<file path="src/rtl/parity_mem_pkg.sv">
// parity_mem shared types and parity helpers.
// Lane parity is even: one bit per byte, XOR of its eight bits.
package parity_mem_pkg;

  localparam int LANE_W = 8;
  localparam int MAX_NB = 32;

  function automatic int num_lanes(input int data_w);
    return data_w / LANE_W;
  endfunction

  function automatic logic get_parity(input logic [7:0] b);
    return ^b;
  endfunction

  // Fixed maximum width; callers zero-pad and keep the low NB bits.
  function automatic logic [MAX_NB-1:0] lane_parity(
    input logic [MAX_NB*LANE_W-1:0] d
  );
    logic [MAX_NB-1:0] p;
    p = '0;
    for (int i = 0; i < MAX_NB; i++)
      p[i] = get_parity(d[i*LANE_W +: LANE_W]);
    return p;
  endfunction

endpackage

</file>
<file path="src/rtl/parity_mem_if.sv">
// parity_mem request/response bundle.
// master drives requests, slave is the memory.
interface parity_mem_if #(
  parameter int DATA_W = 8,
  parameter int ADDR_W = 16,
  parameter int CNT_W  = 16
);
  localparam int NB = DATA_W / 8;

  logic              read;
  logic              write;
  logic [ADDR_W-1:0] address;
  logic [DATA_W-1:0] data_in;
  logic              inject_par_err;

  logic [DATA_W+NB-1:0] data_out;
  logic                 rd_valid;
  logic                 par_err;
  logic                 rw_err;
  logic                 addr_err;
  logic [CNT_W-1:0]     rw_err_cnt;
  logic [CNT_W-1:0]     par_err_cnt;
  logic [CNT_W-1:0]     addr_err_cnt;

  modport master (
    output read, write, address, data_in, inject_par_err,
    input  data_out, rd_valid, par_err, rw_err, addr_err,
    input  rw_err_cnt, par_err_cnt, addr_err_cnt
  );

  modport slave (
    input  read, write, address, data_in, inject_par_err,
    output data_out, rd_valid, par_err, rw_err, addr_err,
    output rw_err_cnt, par_err_cnt, addr_err_cnt
  );

endinterface

</file>
<file path="src/rtl/parity_mem_sat_counter.sv">
// Saturating event counter, synchronous active-high reset.
// Holds at all-ones instead of wrapping.
module sat_counter #(
  parameter int W = 16
) (
  input  logic         clk,
  input  logic         reset,
  input  logic         inc,
  output logic [W-1:0] cnt
);

  always_ff @(posedge clk) begin
    if (reset)
      cnt <= '0;
    else if (inc && cnt != '1)
      cnt <= cnt + 1'b1;
  end

endmodule

</file>
<file path="src/rtl/parity_mem.sv">
// Single-port memory with per-byte even parity, protocol
// checking (collision, range, parity) and sticky counters.
module parity_mem
  import parity_mem_pkg::*;
#(
  parameter int DATA_W = 8,
  parameter int ADDR_W = 16,
  parameter int DEPTH  = 256,
  parameter int CNT_W  = 16
) (
  input  logic        clk,
  input  logic        reset,
  parity_mem_if.slave bus
);

  localparam int NB = num_lanes(DATA_W);
  localparam int W  = DATA_W + NB;
  localparam int IW = (DEPTH > 1) ? $clog2(DEPTH) : 1;
  localparam logic [ADDR_W:0] DEPTH_V = (ADDR_W+1)'(DEPTH);

  logic [W-1:0] mem [DEPTH];

  logic [IW-1:0] idx;
  logic          in_range;
  logic          coll;
  logic          oor;
  logic          rd_ok;
  logic          wr_ok;
  logic          perr_now;
  logic [W-1:0]  rd_word;
  logic [NB-1:0] wr_par;

  logic [MAX_NB*LANE_W-1:0] wide_w;
  logic [MAX_NB*LANE_W-1:0] wide_r;
  logic [MAX_NB-1:0]        lp_w;
  logic [MAX_NB-1:0]        lp_r;
  logic                     lp_unused;

  assign idx      = bus.address[IW-1:0];
  assign in_range = {1'b0, bus.address} < DEPTH_V;
  assign coll     = bus.read & bus.write;
  assign oor      = (bus.read ^ bus.write) & ~in_range;
  assign rd_ok    = bus.read & ~bus.write & in_range;
  assign wr_ok    = bus.write & ~bus.read & in_range;
  assign rd_word  = mem[idx];

  always_comb begin
    wide_w = '0;
    wide_w[DATA_W-1:0] = bus.data_in;
    lp_w = lane_parity(wide_w);
    wr_par = lp_w[NB-1:0];
    wr_par[0] = wr_par[0] ^ bus.inject_par_err;
  end

  // Parity is rechecked on the stored data, not trusted from storage.
  always_comb begin
    wide_r = '0;
    wide_r[DATA_W-1:0] = rd_word[DATA_W-1:0];
    lp_r = lane_parity(wide_r);
    perr_now = lp_r[NB-1:0] != rd_word[W-1:DATA_W];
  end

  assign lp_unused = ^{lp_w, lp_r};

  always_ff @(posedge clk) begin
    if (wr_ok && !reset)
      mem[idx] <= {wr_par, bus.data_in};
  end

  always_ff @(posedge clk) begin
    if (reset) begin
      bus.data_out <= '0;
      bus.rd_valid <= 1'b0;
      bus.par_err  <= 1'b0;
      bus.rw_err   <= 1'b0;
      bus.addr_err <= 1'b0;
    end else begin
      bus.rd_valid <= rd_ok;
      bus.par_err  <= rd_ok & perr_now;
      bus.rw_err   <= coll;
      bus.addr_err <= oor;
      if (rd_ok)
        bus.data_out <= rd_word;
    end
  end

  sat_counter #(.W(CNT_W)) u_rw_cnt (
    .clk   (clk),
    .reset (reset),
    .inc   (coll),
    .cnt   (bus.rw_err_cnt)
  );

  sat_counter #(.W(CNT_W)) u_par_cnt (
    .clk   (clk),
    .reset (reset),
    .inc   (rd_ok & perr_now),
    .cnt   (bus.par_err_cnt)
  );

  sat_counter #(.W(CNT_W)) u_addr_cnt (
    .clk   (clk),
    .reset (reset),
    .inc   (oor),
    .cnt   (bus.addr_err_cnt)
  );

endmodule

</file>
<file path="src/flat_wrapper.sv">
// flat-port wrapper written by rule: the top's interface ports become plain ports
module parity_mem_flat import parity_mem_pkg::*;
#(
  parameter int DATA_W = 8,
  parameter int ADDR_W = 16,
  parameter int DEPTH  = 256,
  parameter int CNT_W  = 16
)
  (clk, reset, bus_read, bus_write, bus_address, bus_data_in, bus_inject_par_err, bus_data_out, bus_rd_valid, bus_par_err, bus_rw_err, bus_addr_err, bus_rw_err_cnt, bus_par_err_cnt, bus_addr_err_cnt);
  parity_mem_if #(.DATA_W(DATA_W), .ADDR_W(ADDR_W), .CNT_W(CNT_W)) bus_i ();
  input  logic clk;
  input  logic reset;
  input wire logic [$bits(bus_i.read)-1:0] bus_read;
  input wire logic [$bits(bus_i.write)-1:0] bus_write;
  input wire logic [$bits(bus_i.address)-1:0] bus_address;
  input wire logic [$bits(bus_i.data_in)-1:0] bus_data_in;
  input wire logic [$bits(bus_i.inject_par_err)-1:0] bus_inject_par_err;
  output wire logic [$bits(bus_i.data_out)-1:0] bus_data_out;
  output wire logic [$bits(bus_i.rd_valid)-1:0] bus_rd_valid;
  output wire logic [$bits(bus_i.par_err)-1:0] bus_par_err;
  output wire logic [$bits(bus_i.rw_err)-1:0] bus_rw_err;
  output wire logic [$bits(bus_i.addr_err)-1:0] bus_addr_err;
  output wire logic [$bits(bus_i.rw_err_cnt)-1:0] bus_rw_err_cnt;
  output wire logic [$bits(bus_i.par_err_cnt)-1:0] bus_par_err_cnt;
  output wire logic [$bits(bus_i.addr_err_cnt)-1:0] bus_addr_err_cnt;
  assign bus_i.read = bus_read;
  assign bus_i.write = bus_write;
  assign bus_i.address = bus_address;
  assign bus_i.data_in = bus_data_in;
  assign bus_i.inject_par_err = bus_inject_par_err;
  assign bus_data_out = bus_i.data_out;
  assign bus_rd_valid = bus_i.rd_valid;
  assign bus_par_err = bus_i.par_err;
  assign bus_rw_err = bus_i.rw_err;
  assign bus_addr_err = bus_i.addr_err;
  assign bus_rw_err_cnt = bus_i.rw_err_cnt;
  assign bus_par_err_cnt = bus_i.par_err_cnt;
  assign bus_addr_err_cnt = bus_i.addr_err_cnt;
  parity_mem #(.DATA_W(DATA_W), .ADDR_W(ADDR_W), .DEPTH(DEPTH), .CNT_W(CNT_W)) u_core (.clk(clk), .reset(reset), .bus(bus_i));
endmodule
</file>
<file path="config.mk">
export PLATFORM = sky130hd
export DESIGN_NAME = parity_mem_flat
export DESIGN_NICKNAME = d
export VERILOG_FILES = /design/src/rtl/parity_mem_pkg.sv /design/src/rtl/parity_mem_if.sv /design/src/rtl/parity_mem_sat_counter.sv /design/src/rtl/parity_mem.sv /design/src/flat_wrapper.sv
export SDC_FILE = /design/constraint.sdc
export NUM_CORES = 2
export LEC_CHECK = 0
export BUFFER_PORTS_ARGS = -buffer_cell sky130_fd_sc_hd__buf_4
export CAP_MARGIN = 20
export CORE_UTILIZATION = 45
export DETAILED_ROUTE_END_ITERATION = 10
export PLACE_DENSITY = 0.63
export RECOVER_POWER = 25
export SLEW_MARGIN = 25
export SYNTH_ARGS = -nofsm -noshare
export SYNTH_HDL_FRONTEND = slang
export SYNTH_SLANG_ARGS = --single-unit
</file>
<file path="constraint.sdc">
create_clock -name clk -period 13.9 [get_ports clk]
set_clock_uncertainty 0.05 [all_clocks]
set_input_delay 3.475 -clock clk [delete_from_list [all_inputs] [get_ports clk]]
set_output_delay 3.475 -clock clk [all_outputs]
set_load 0.05 [all_outputs]
</file>
==> flow_summary_export.csv <==
group,metric,value,unit
timing,fin_ws,4491,ps
timing,drv_slew,1099,
place,dpl_worst_slack,4445,ps
run,max_cap_violations,16,
global_routing,grt_start_max_net_pins,246,
clocking,tritoncts,"built",
clocking,ctsHoldBuffers,0,
clocking,cts_made_buffers,229,
clocking,path_clk_slew,60,ps
status,status,"complete, but fails checks",
power,vdd_drop_max,0.0001378,V
global_routing,grt_pass1_wl,318.1,mm
final_layout,stdcell_area,102100,µm²
timing,fin_crit_sh,67.69,%
floorplan,start_util,45.44,%
critical_path,crit_type,"in -> reg",
timing,tightestPinTransition,5831,ps
synthesis,synthesis.nets,4142,
clocking,clockBufferDepth,3,
detailed_routing,via_per_inst,6.096,
critical_path,required,14380,ps
critical_path,rr_worst_depth,10,
synthesis,yosys.area.top_type,"edfxtp_1",
critical_path,endpoint_kind,"flip-flop",
global_routing,overflow,0,
timing,clock.fmax,106.3,MHz
synthesis,synth-edff-count,2304,
final_layout,nets,4291,
place,dp_hpwl,127.3,mm
synthesis,yosys_warnings,0,
clocking,cts_resized,0,
critical_path,cp_max_fo,130,
synthesis,synth_area,91010,µm²
timing,setup_viol,0,
global_routing,grt_pass1_vias,43404,
synthesis,yosysMostFrequentCell,"edfxtp_1",
floorplan,rows,164,
power,p_leak,30.97,nW
critical_path,critPathLaunchType,"input pin",
clocking,cts_sinks,2365,
clocking,h-tree-depth,4,
synthesis,yosys-top-cells-count,"2304 x edfxtp_1, 660 x mux4_2, 309 x nor2_1",
final_layout,drive_above_1_share,27.40,%
floorplan,chipHeight,451.7,µm
floorplan,core_area,200300,µm²
synthesis,synth_flop_cell,"edfxtp_1",
synthesis,async_flop_share,0,%
floorplan,dieArea,204000,µm²
detailed_routing,drt_pass1_iterations,6,
timing,setup_tns,0,ps
timing,hold_viol_final,0,
hold_path,hold_path_depth,2,
hold_path,hold_path.class,"reg -> reg",
place,io_buffers,89,
synthesis,synth.top_cells.by_area,"edfxtp_1 76%, mux4_2 16%, dfxtp_1 1.3%",
detailed_routing,drt_iter0_drc,5241,
status,violations,"capacitance limit, slew limit",
timing,hold_ws,457.9,ps
power,power_density,143.6,nW/µm²
detailed_routing,antenna_left,0,
synthesis,ys_ff_latch,2365,
critical_path,crit_arrival,9890,ps
global_routing,antenna_found_initial,8,
synthesis,synth_top_area_share,76.02,%
global_routing,grtUsageTotal,21.67,%
final_layout,fin_util,50.96,%
synthesis,ys_seq_area_share,77.36,%
detailed_routing,avgRoutedWirePerCell,31.13,µm
place,gp_congestion,0.7929,
clocking,clkLatencyLatePin,880,ps
detailed_routing,drc,0,
timing,min_period,9409,ps
timing,timing.slew.headroom,-288.7,%
synthesis,netlist_instances,4107,
detailed_routing,wirelength,221.1,mm
floorplan,dieWidth,451.7,µm
clocking,cts_setup_buffers,0,
detailed_routing,vias,43291,
synthesis,synth.distinct_cells,44,
clocking,cts_root_buf,"clkbuf_16",
floorplan,ioPinCount,90,
place,dpl_cell_area,94940,µm²
final_layout,areaGrowthSynthToFinish,12.13,%
synthesis,avgSynthCellArea,22.16,µm²
timing,rsz0062_at_grt,"false",
critical path: stages:
cell and delay (ps):
clkbuf_1 3890, xor2_1 280, xnor2_1 450, xnor2_2 590, buf_12 450, buf_16 360
final cells by class:
| class | instances | area, µm² |
|---|---|---|
| Fill cell | 15592 | 98220 |
| Sequential cell | 2365 | 70410 |
| Multi-Input combinational cell | 1487 | 19830 |
| Clock buffer | 289 | 5997 |
| Tap cell | 2656 | 3323 |
| Timing Repair Buffer | 164 | 1391 |
| Clock inverter | 127 | 1056 |
| Inverter | 9 | 33.78 |
| Antenna cell | 4 | 10.01 |
flip-flops by register name (all words and copies together) (netlist names):
register               flops
u_core.bus.addr_err        1
u_core.bus.data_out        9
u_core.bus.par_err         1
u_core.bus.rd_valid        1
u_core.bus.rw_err          1
u_core.mem              2304
u_core.u_addr_cnt.cnt     16
u_core.u_par_cnt.cnt      16
u_core.u_rw_cnt.cnt       16
layer usage:
metal / share of wire, % / up-vias / routed length [µm] / GRT usage [%]
li1: - / 17661 / - / -
met1: 41 / 23371 / 90900 / 30.97
met2: 49 / 1915 / 108000 / 34.62
met3: 7.6 / 342 / 16760 / 3.922
met4: 2.4 / 2 / 5411 / 5.614
met5: 0.0059 / - / 13 / 0
power breakdown:
group / leakage, nW / internal, mW / switching (mW)
registers: 21.2 / 7.93 / 0.00196
clock network: 3.42 / 3.22 / 2.67
logic: 6.36 / 0.265 / 0.563
per-stage QoR:
| stage | total power, mW | instances |
|---|---|---|
| after floorplan | 8.581 | 4107 |
| after global placement | 8.880 | 6673 |
| after detailed placement | 8.907 | 6678 |
| after CTS | 14.73 | 7094 |
| after global routing | 15.04 | 7099 |
| final | 14.66 | 7101 |
path summary, 6_finish.rpt:
check / from / to / slack [ps]
worst max-delay path: bus_data_in[5] / u_core.mem[177][8]$_DFFE_PP_ / 4490
worst min-delay path: u_core.u_par_cnt.cnt[15]$_SDFFE_PP0P_ / u_core.u_par_cnt.cnt[15]$_SDFFE_PP0P_ / 460
worst max register to register: u_core.mem[26][0]$_DFFE_PP_ / u_core.u_par_cnt.cnt[3]$_SDFFE_PP0P_ / 9260
worst min register to register: u_core.u_par_cnt.cnt[15]$_SDFFE_PP0P_ / u_core.u_par_cnt.cnt[15]$_SDFFE_PP0P_ / 460
layout by cell type (no fill, tap or decap), types with 10 or more instances in the layout:
master | Yosys | final
xnor2_1 | 17 | 15
nand3_1 | 20 | 16
a22oi_1 | 162 | 162
clkbuf_16 | 0 | 230
edfxtp_1 | 2304 | 2304
or4_1 | 11 | 11
nor3_1 | 10 | 10
xor2_1 | 20 | 20
a21oi_1 | 103 | 103
dfxtp_1 | 61 | 61
clkinv_1 | 0 | 58
buf_4 | 9 | 129
and3_1 | 13 | 13
nand2_1 | 54 | 42
o41ai_2 | 0 | 12
clkbuf_1 | 142 | 73
nand4_1 | 10 | 10
clkinv_2 | 0 | 37
buf_12 | 0 | 12
nor2_1 | 309 | 249
mux4_2 | 660 | 660
nor2_2 | 0 | 59
kinds of logic (layout without fill, tap and decap cells):
group	after synthesis	in the layout	synth area share, %
buffers and inverters	255	589	1.262
multiplexers	667	667	16.41
flip-flops	2365	2365	77.36
AO/OA/AOI/OAI	308	308	2.275
adder cells (fa/ha/maj)	6	6	0.08249
other	0	4	0
AND/OR/NAND/NOR	468	468	2.226
XOR/XNOR	38	38	0.3808
Note: power is estimated with default switching activity, not from simulation.
